$ cat src/rtl/uart_rx.sv
// -----------------------------------------------------------------------------
// uart_rx
// Asynchronous serial receiver, 8N1, LSB first, idle-high line. The rx pin is
// brought into the clk domain through a two-flop synchronizer. A start bit is
// confirmed at mid-bit so short glitches are rejected. Each data bit is then
// sampled one full bit period later, which keeps every sample at mid-bit.
// Received bytes land in a one-deep holding register with a valid/read
// handshake.
//
// Optional feature: define UART_RX_PARITY_EN for 8E1 framing with parity_err
// reporting. Without it the frame is 8N1 and parity_err is tied to 0.
//
// Ports:
//   clk        in   system clock, rising edge
//   rst        in   asynchronous active-high reset
//   rx         in   serial line, asynchronous to clk
//   rd_en      in   consumer acknowledge, pops the holding register
//   data       out  received byte, stable while data_valid is high
//   data_valid out  holding register full
//   frame_err  out  one-cycle pulse, stop bit sampled low
//   overrun    out  sticky, a byte completed while the holding register was full
//   parity_err out  one-cycle pulse on an even-parity mismatch (feature only)
//   rx_busy    out  high whenever the receiver is not idle
// -----------------------------------------------------------------------------
module uart_rx #(
    parameter int CLK_FREQ = 100_000_000,
    parameter int BAUD     = 115200
) (
    input  logic       clk,
    input  logic       rst,
    input  logic       rx,
    input  logic       rd_en,
    output logic [7:0] data,
    output logic       data_valid,
    output logic       frame_err,
    output logic       overrun,
    output logic       parity_err,
    output logic       rx_busy
);

    localparam int BAUD_CNT_MAX = CLK_FREQ / BAUD - 1;
    localparam int HALF_CNT     = BAUD_CNT_MAX / 2;
    localparam int CNT_W        = (BAUD_CNT_MAX > 0) ? $clog2(BAUD_CNT_MAX + 1) : 1;

    localparam logic [CNT_W-1:0] CNT_MAX_C  = CNT_W'(BAUD_CNT_MAX);
    localparam logic [CNT_W-1:0] CNT_HALF_C = CNT_W'(HALF_CNT);
    localparam logic [CNT_W-1:0] CNT_ZERO_C = {CNT_W{1'b0}};
    localparam logic [CNT_W-1:0] CNT_ONE_C  = CNT_W'(1);

    typedef enum logic [2:0] {
        ST_IDLE   = 3'd0,
        ST_START  = 3'd1,
        ST_DATA   = 3'd2,
        ST_PARITY = 3'd3,
        ST_STOP   = 3'd4,
        ST_BREAK  = 3'd5
    } state_t;

`ifdef UART_RX_PARITY_EN
    localparam state_t AFTER_DATA_C = ST_PARITY;

    // Even parity: data bits plus parity bit must contain an even number of ones.
    function automatic logic parity_bad(input logic [8:0] bits);
        parity_bad = ^bits;
    endfunction
`else
    localparam state_t AFTER_DATA_C = ST_STOP;
`endif

    logic             sync1_q, sync2_q;
    logic             rx_s;
    state_t           state_q, state_d;
    logic [CNT_W-1:0] cnt_q, cnt_d;
    logic [2:0]       bit_idx_q, bit_idx_d;
    logic [7:0]       shift_q, shift_d;
    logic [7:0]       data_q, data_d;
    logic             data_valid_q, data_valid_d;
    logic             frame_err_q, frame_err_d;
    logic             overrun_q, overrun_d;
    logic             rx_busy_q, rx_busy_d;
    logic             accept_s;
`ifdef UART_RX_PARITY_EN
    logic             parity_err_q, parity_err_d;
    // Remembers a parity failure so the byte is dropped even if the stop bit is good.
    logic             par_bad_q, par_bad_d;
`endif

    assign rx_s = sync2_q;

    // Two-flop synchronizer for the asynchronous rx pin; resets to idle-high.
    always_ff @(posedge clk or posedge rst) begin
        if (rst) begin
            sync1_q <= 1'b1;
            sync2_q <= 1'b1;
        end else begin
            sync1_q <= rx;
            sync2_q <= sync1_q;
        end
    end

    // Next-state, datapath and holding-register logic.
    always_comb begin
        state_d      = state_q;
        cnt_d        = cnt_q + CNT_ONE_C;
        bit_idx_d    = bit_idx_q;
        shift_d      = shift_q;
        data_d       = data_q;
        data_valid_d = data_valid_q;
        overrun_d    = overrun_q;
        frame_err_d  = 1'b0;
        accept_s     = 1'b0;
`ifdef UART_RX_PARITY_EN
        parity_err_d = 1'b0;
        par_bad_d    = par_bad_q;
`endif

        case (state_q)
            ST_IDLE: begin
                cnt_d = CNT_ZERO_C;
                if (!rx_s) begin
                    state_d = ST_START;
                end else begin
                    state_d = ST_IDLE;
                end
            end
            ST_START: begin
                if (cnt_q == CNT_HALF_C) begin
                    cnt_d = CNT_ZERO_C;
                    if (!rx_s) begin
                        state_d   = ST_DATA;
                        bit_idx_d = 3'd0;
`ifdef UART_RX_PARITY_EN
                        par_bad_d = 1'b0;
`endif
                    end else begin
                        // Line went back high before mid-start: treat as a glitch.
                        state_d = ST_IDLE;
                    end
                end else begin
                    state_d = ST_START;
                end
            end
            ST_DATA: begin
                if (cnt_q == CNT_MAX_C) begin
                    cnt_d     = CNT_ZERO_C;
                    shift_d   = {rx_s, shift_q[7:1]};
                    bit_idx_d = bit_idx_q + 3'd1;
                    if (bit_idx_q == 3'd7) begin
                        state_d = AFTER_DATA_C;
                    end else begin
                        state_d = ST_DATA;
                    end
                end else begin
                    state_d = ST_DATA;
                end
            end
`ifdef UART_RX_PARITY_EN
            ST_PARITY: begin
                if (cnt_q == CNT_MAX_C) begin
                    cnt_d   = CNT_ZERO_C;
                    state_d = ST_STOP;
                    if (parity_bad({rx_s, shift_q})) begin
                        parity_err_d = 1'b1;
                        par_bad_d    = 1'b1;
                    end else begin
                        par_bad_d    = 1'b0;
                    end
                end else begin
                    state_d = ST_PARITY;
                end
            end
`endif
            ST_STOP: begin
                if (cnt_q == CNT_MAX_C) begin
                    cnt_d = CNT_ZERO_C;
                    if (rx_s) begin
                        // Leave at mid-stop so a back-to-back start edge is not missed.
                        state_d = ST_IDLE;
`ifdef UART_RX_PARITY_EN
                        accept_s = ~par_bad_q;
`else
                        accept_s = 1'b1;
`endif
                    end else begin
                        frame_err_d = 1'b1;
                        state_d     = ST_BREAK;
                    end
                end else begin
                    state_d = ST_STOP;
                end
            end
            ST_BREAK: begin
                // Held-low line: wait for idle so only one frame_err is reported.
                cnt_d = CNT_ZERO_C;
                if (rx_s) begin
                    state_d = ST_IDLE;
                end else begin
                    state_d = ST_BREAK;
                end
            end
            default: begin
                cnt_d   = CNT_ZERO_C;
                state_d = ST_IDLE;
            end
        endcase

        // Holding register: a simultaneous read frees the slot for the new byte.
        if (accept_s) begin
            if (!data_valid_q) begin
                data_d       = shift_q;
                data_valid_d = 1'b1;
            end else if (rd_en) begin
                data_d       = shift_q;
                data_valid_d = 1'b1;
                overrun_d    = 1'b0;
            end else begin
                overrun_d    = 1'b1;
            end
        end else if (rd_en && data_valid_q) begin
            data_valid_d = 1'b0;
            overrun_d    = 1'b0;
        end else begin
            data_valid_d = data_valid_q;
        end

        rx_busy_d = (state_d != ST_IDLE);
    end

    // State and datapath registers.
    always_ff @(posedge clk or posedge rst) begin
        if (rst) begin
            state_q      <= ST_IDLE;
            cnt_q        <= CNT_ZERO_C;
            bit_idx_q    <= 3'd0;
            shift_q      <= 8'h00;
            data_q       <= 8'h00;
            data_valid_q <= 1'b0;
            frame_err_q  <= 1'b0;
            overrun_q    <= 1'b0;
            rx_busy_q    <= 1'b0;
        end else begin
            state_q      <= state_d;
            cnt_q        <= cnt_d;
            bit_idx_q    <= bit_idx_d;
            shift_q      <= shift_d;
            data_q       <= data_d;
            data_valid_q <= data_valid_d;
            frame_err_q  <= frame_err_d;
            overrun_q    <= overrun_d;
            rx_busy_q    <= rx_busy_d;
        end
    end

`ifdef UART_RX_PARITY_EN
    // Parity error pulse and per-frame discard flag.
    always_ff @(posedge clk or posedge rst) begin
        if (rst) begin
            parity_err_q <= 1'b0;
            par_bad_q    <= 1'b0;
        end else begin
            parity_err_q <= parity_err_d;
            par_bad_q    <= par_bad_d;
        end
    end

    assign parity_err = parity_err_q;
`else
    assign parity_err = 1'b0;
`endif

    assign data       = data_q;
    assign data_valid = data_valid_q;
    assign frame_err  = frame_err_q;
    assign overrun    = overrun_q;
    assign rx_busy    = rx_busy_q;

endmodule

$ cat config.mk
export PLATFORM = sky130hd
export DESIGN_NAME = uart_rx
export DESIGN_NICKNAME = d
export VERILOG_FILES = /design/src/rtl/uart_rx.sv
export SDC_FILE = /design/constraint.sdc
export NUM_CORES = 1
export LEC_CHECK = 0
export CORE_ASPECT_RATIO = 2
export CORE_MARGIN = 1.5
export CORE_UTILIZATION = 30
export DETAILED_ROUTE_END_ITERATION = 10
export GPL_ROUTABILITY_DRIVEN = 0
export HOLD_SLACK_MARGIN = 0.1
export MAX_ROUTING_LAYER = met4
export PLACE_DENSITY = 0.53
export SLEW_MARGIN = 15
export SYNTH_ARGS = -nofsm -noshare
export SYNTH_HDL_FRONTEND = slang
export SYNTH_SLANG_ARGS = --single-unit
$ cat constraint.sdc
create_clock -name clk -period 1.74 [get_ports clk]
set_clock_uncertainty 0.1 [all_clocks]
set_input_delay 0.348 -clock clk [delete_from_list [all_inputs] [get_ports clk]]
set_output_delay 0.348 -clock clk [all_outputs]
set_load 0.05 [all_outputs]
======== Yosys cells after proc, flatten, opt, wreduce, memory -nomap -nowiden ========
Index checks and enable logic that the tools add are counted.
storage, ports and cells
  output and inout port bits .............. 13
  bits of input ports ..................... 4
  register bits ........................... 38
  word-level logic and storage cells ...... 63
operators by class
  reductions and logical operators ........ 10
  multiplexer cells ....................... 28
  eq/ne operators ......................... 12
  $add $sub $neg .......................... 2
operators by type and width
  kind                                                  count
  2-to-1 mux 3 bit                                      8
  2-to-1 mux 10 bit                                     2
  one-hot mux 10 bit (2 select lines)                   1
  2-to-1 mux 8 bit                                      2
  one-hot mux 3 bit (5 select lines)                    1
  2-to-1 mux 1 bit                                      12
  adder 10 x 1 -> 10 bit, second input constant         1
  equality test 10 bit, second input constant           1
  equality test 10 x 9 -> 1 bit, second input constant  1
  != test 2 bit, second input constant                  5
  equality test 3 bit, second input constant            3
  one-hot mux 3 bit (2 select lines)                    1
  AND reduction 2 bit                                   3
  AND reduction 4 bit                                   1
  nonzero test 2 bit                                    2
  adder 3 x 1 -> 3 bit, second input constant           1
  equality test 3 x 1 -> 1 bit, second input constant   1
  equality test 3 x 2 -> 1 bit, second input constant   1
  zero test 3 bit                                       1
  nonzero test 3 bit                                    1
  2-to-1 mux 2 bit                                      1
  OR reduction 2 bit                                    1
  logical AND 1 bit                                     1

======== Logic depth before layout (Yosys ltp) ========
  word-level depth ........................ 5
  gate-level depth with buffers ........... 6
  depth with buffers taken out ............ 6

======== Worst setup path after synthesis ========
OpenSTA, ideal clock, no wires.
  kind .................................... register -> register
  from .................................... reg cnt_q[0]
  to ...................................... reg data_q[0] (netlist: data[0])
  data required time ...................... 1.515 ns
  path slack .............................. -0.147 ns
  setup time .............................. 0.125 ns
  clock period less this slack ............ 1.887 ns
  cell stages (with the launch flop) ...... 6
  buffers on the path ..................... 0
  data arrival time ....................... 1.663 ns
  cells stage by stage .................... dfrtp_1 ha_1 and4bb_2 nand4_2 a21oi_4 mux2_2
on the way
  longest elaborated chain between the ends .. 4
RTL lines
  element                               line  RTL
  start: declaration                    73    logic [CNT_W-1:0] cnt_q, cnt_d;
  start signal: assignment              243   cnt_q <= cnt_d;
  equality test 10 bit                  174   if (cnt_q == CNT_MAX_C) begin
  2-to-1 mux 1 bit                      174
  2-to-1 mux 1 bit                      117   case (state_q)
  AND reduction 2 bit (no source line)  --
  end signal: assignment                246   data_q <= data_d;
  end: declaration                      76    logic [7:0] data_q, data_d;
No other way between the ends.
A chain may end at the register's enable or synchronous reset.

======== Final worst setup path ========
  from .................................... reg sync2_q (netlist: rx_s)
  to ...................................... reg data_q[5] (netlist: data[5])
on the way
  longest elaborated chain between the ends .. 4
RTL lines
  element                               line  RTL
  start: declaration                    70    logic sync1_q, sync2_q;
  start signal: assignment              97    sync2_q <= sync1_q;
  2-to-1 mux 1 bit                      176   if (rx_s) begin
  2-to-1 mux 1 bit                      174
  2-to-1 mux 1 bit                      117
  AND reduction 2 bit (no source line)  --
No other way between the ends.

==> results.ini <==
[power]
p_int_mw = 1.52
pwr-share-seq = 0.476
p_total_mw = 1.87
comb_power_share = 0.030
p_sw_frac = 0.188
p_per_area_mw_per_mm2 = 774
p_leak_nw = 1.18
peakVddDrop_mv = 0.767
switching_power_mw = 0.352
pwr-share-clk = 0.494

[yosys]
ys_ff_latch = 38
synth_most_common_cell = dfrtp_1
yosysTopAreaCellShare = 0.532
syn-num-nets = 146
async_reset_ff_frac = 1.00
yosys-top-cells-area = dfrtp_1 53%, mux2_2 10%, dfstp_2 3.1%
syn_area_mm2 = 0.00169
synthDistinctLibCells = 34
synth.top_cells.by_count = 36 x dfrtp_1, 15 x mux2_2, 14 x nor2_1, 7 x inv_1
synth.avg_cell_area_um2 = 12.3
syn_inst = 138
yosys_warnings = 0
synth_edf_count = 0
dominantRegCellSynth = dfrtp_1
ys_seq_area_frac = 0.563
synth_top_area_cell = dfrtp_1

[run]
maxCapViolCount = 0

[critical_path]
path_class = flip-flop to flip-flop
worstSetupStartpointType = flip-flop
worstPathRequired_ns = 1.82
worstPathMaxFanout = 8
arrival_ns = 1.81
critPathCaptureType = flip-flop

[sta]
finalSetupViolations = 0
fin_crit_sh = 0.996
hold_viol_final = 0
whs_ns = 0.211
clock.fmax_ghz = 0.577
worst_slack_ns = 0.00727
fin_setup_tns_ns = 0
period_minus_slack_ns = 1.73
rsz0062_at_grt = true
slew_violations = 0

[status]
status = complete, no violations

[place]
place_ws_ns = -0.159
place_area_mm2 = 0.00211
io_buffers = 15
hpwl_um = 2600
place_inst = 236

[global_routing]
grt_pass1_vias = 1319
grt_usage = 0.133
antenna_found_initial = 0
grt_max_degree = 32
grt_pass1_wl_um = 6220
grt_overflow = 0

[layout]
nets = 196
diodes = 0
multi_input_area_um2 = 806
layout.cells.non_filler = 249
area_growth_pct = 42.8
fin_util = 0.446
finalInstanceArea_mm2 = 0.00242
regArea_um2 = 953
drive_above_1_share = 0.439
fillers = 519

[clocking]
cts_max_level = 2
cts_hold_buf = 0
clkLatencyLatePin_ns = 0.29
clockRootBuffer = clkbuf_8
clk_pin_slew_ns = 0.08
clockBufferDepth = 2
numClockSinks = 38
cts-buffers-inserted = 5
cts_tree = yes

[floorplanning]
die_w_um = 56.1
ios = 17
rows = 38
start_util = 0.312
fp.dieArea_mm2 = 0.00613
die_h_um = 109
coreArea_mm2 = 0.00542

[route]
ant_nets = 0
vias_per_cell = 5.00
finalWirelength_um = 3620
drc = 0
via_count = 1246
dr_wl_met3_um = 109
drtIter0Drc = 13
met2_length_um = 2080
dr.pass1.iters = 4
post_drt_wl_per_cell_um = 14.5
wl_met1_um = 1370
maxUsedRoutingLayer = met4

[hold_path]
hp-class = input port to async pin

[cell families (layout without fill, tap and decap cells)]
group / after synthesis / in the layout / synth area share
AND/OR/NAND/NOR: 46 / 46 / 0.167
flip-flops: 38 / 38 / 0.563
AO/OA/AOI/OAI: 16 / 16 / 0.0710
multiplexers: 15 / 15 / 0.0998
buffers and inverters: 10 / 61 / 0.0259
adder cells (fa/ha/maj): 4 / 4 / 0.0296
other: 1 / 1 / 0.00222
XOR/XNOR: 8 / 8 / 0.0414
[metal layers]
layer,up-vias,track usage
li1,587,-
met1,630,0.137
met2,24,0.245
met3,5,0.0297
met4,0,0.0459
met5,-,-
[layout by cell type, fill, tap and decap left out, types with 2 or more instances in the layout]
| cell | n |
|---|---|
| ha_1 | 3 |
| nand2_1 | 4 |
| buf_6 | 3 |
| buf_4 | 36 |
| xnor2_1 | 3 |
| mux2_2 | 7 |
| mux2_4 | 8 |
| bufinv_16 | 2 |
| dfstp_2 | 2 |
| a22o_1 | 2 |
| nand3_1 | 5 |
| nand4_4 | 2 |
| and3_1 | 2 |
| xor2_1 | 5 |
| nor2_1 | 14 |
| buf_12 | 4 |
| nand4_1 | 5 |
| clkdlybuf4s50_1 | 3 |
| dfrtp_1 | 36 |
| nor3_1 | 3 |
| o21ai_0 | 5 |
| a21oi_1 | 2 |
| clkbuf_8 | 6 |
| inv_1 | 7 |
[worst max-delay path, cell delays in order (launching register included)]
cell and delay (ns):
dfstp_2 0.53, and4bb_2 0.28, nand4_4 0.12, a21oi_4 0.16
buf_12 0.15, mux2_4 0.30
[sequential cells by signal (all words and copies together), names as in the netlist]
| register | cells |
|---|---|
| frame_err | 1 |
| state_q | 3 |
| cnt_q | 10 |
| rx_busy | 1 |
| sync1_q | 1 |
| shift_q | 8 |
| bit_idx_q | 3 |
| data_valid | 1 |
| overrun | 1 |
| data | 8 |
| rx_s | 1 |
[path summary, 6_finish.rpt]
path	cells past startpoint	end	slack, ns	start
worst max register to register	5	data[5]$_DFFE_PP0P_	0.007	rx_s$_DFF_PP1_
worst min-delay path	2	frame_err$_DFF_PP0_	0.21	rst
max in group asynchronous	3	cnt_q[0]$_DFF_PP0_	0.85	rst
worst max-delay path	5	data[5]$_DFFE_PP0P_	0.007	rx_s$_DFF_PP1_
worst min register to register	0	rx_s$_DFF_PP1_	0.26	sync1_q$_DFF_PP1_
min in group clk	0	rx_s$_DFF_PP1_	0.26	sync1_q$_DFF_PP1_
[layout make-up]
class / instances / area share
sequential: 38 / 0.394
multi-input combinational: 90 / 0.333
timing repair buffer: 46 / 0.171
clock buffer: 6 / 0.0342
tap: 60 / 0.0311
clock inverter: 2 / 0.0248
inverter: 7 / 0.0109
[timing repair]
action	4_1_cts	5_1_grt
gates resized for setup	7	15
cloned	0	0
endpoints found under the setup margin	20	28
buffers inserted	5	0
pin swaps	4	2
[power groups by stage]
stage	Sequential, mW	Clock, mW	Combinational [mW]
after CTS	0.890	0.942	0.0566
after detailed placement	0.908	0	0.0566
after global placement	0.907	0	0.0555
after floorplan	0.915	0	0.0243
after global routing	0.891	0.978	0.0620
final	0.890	0.925	0.0556
Power figures use the tool's default switching activity.
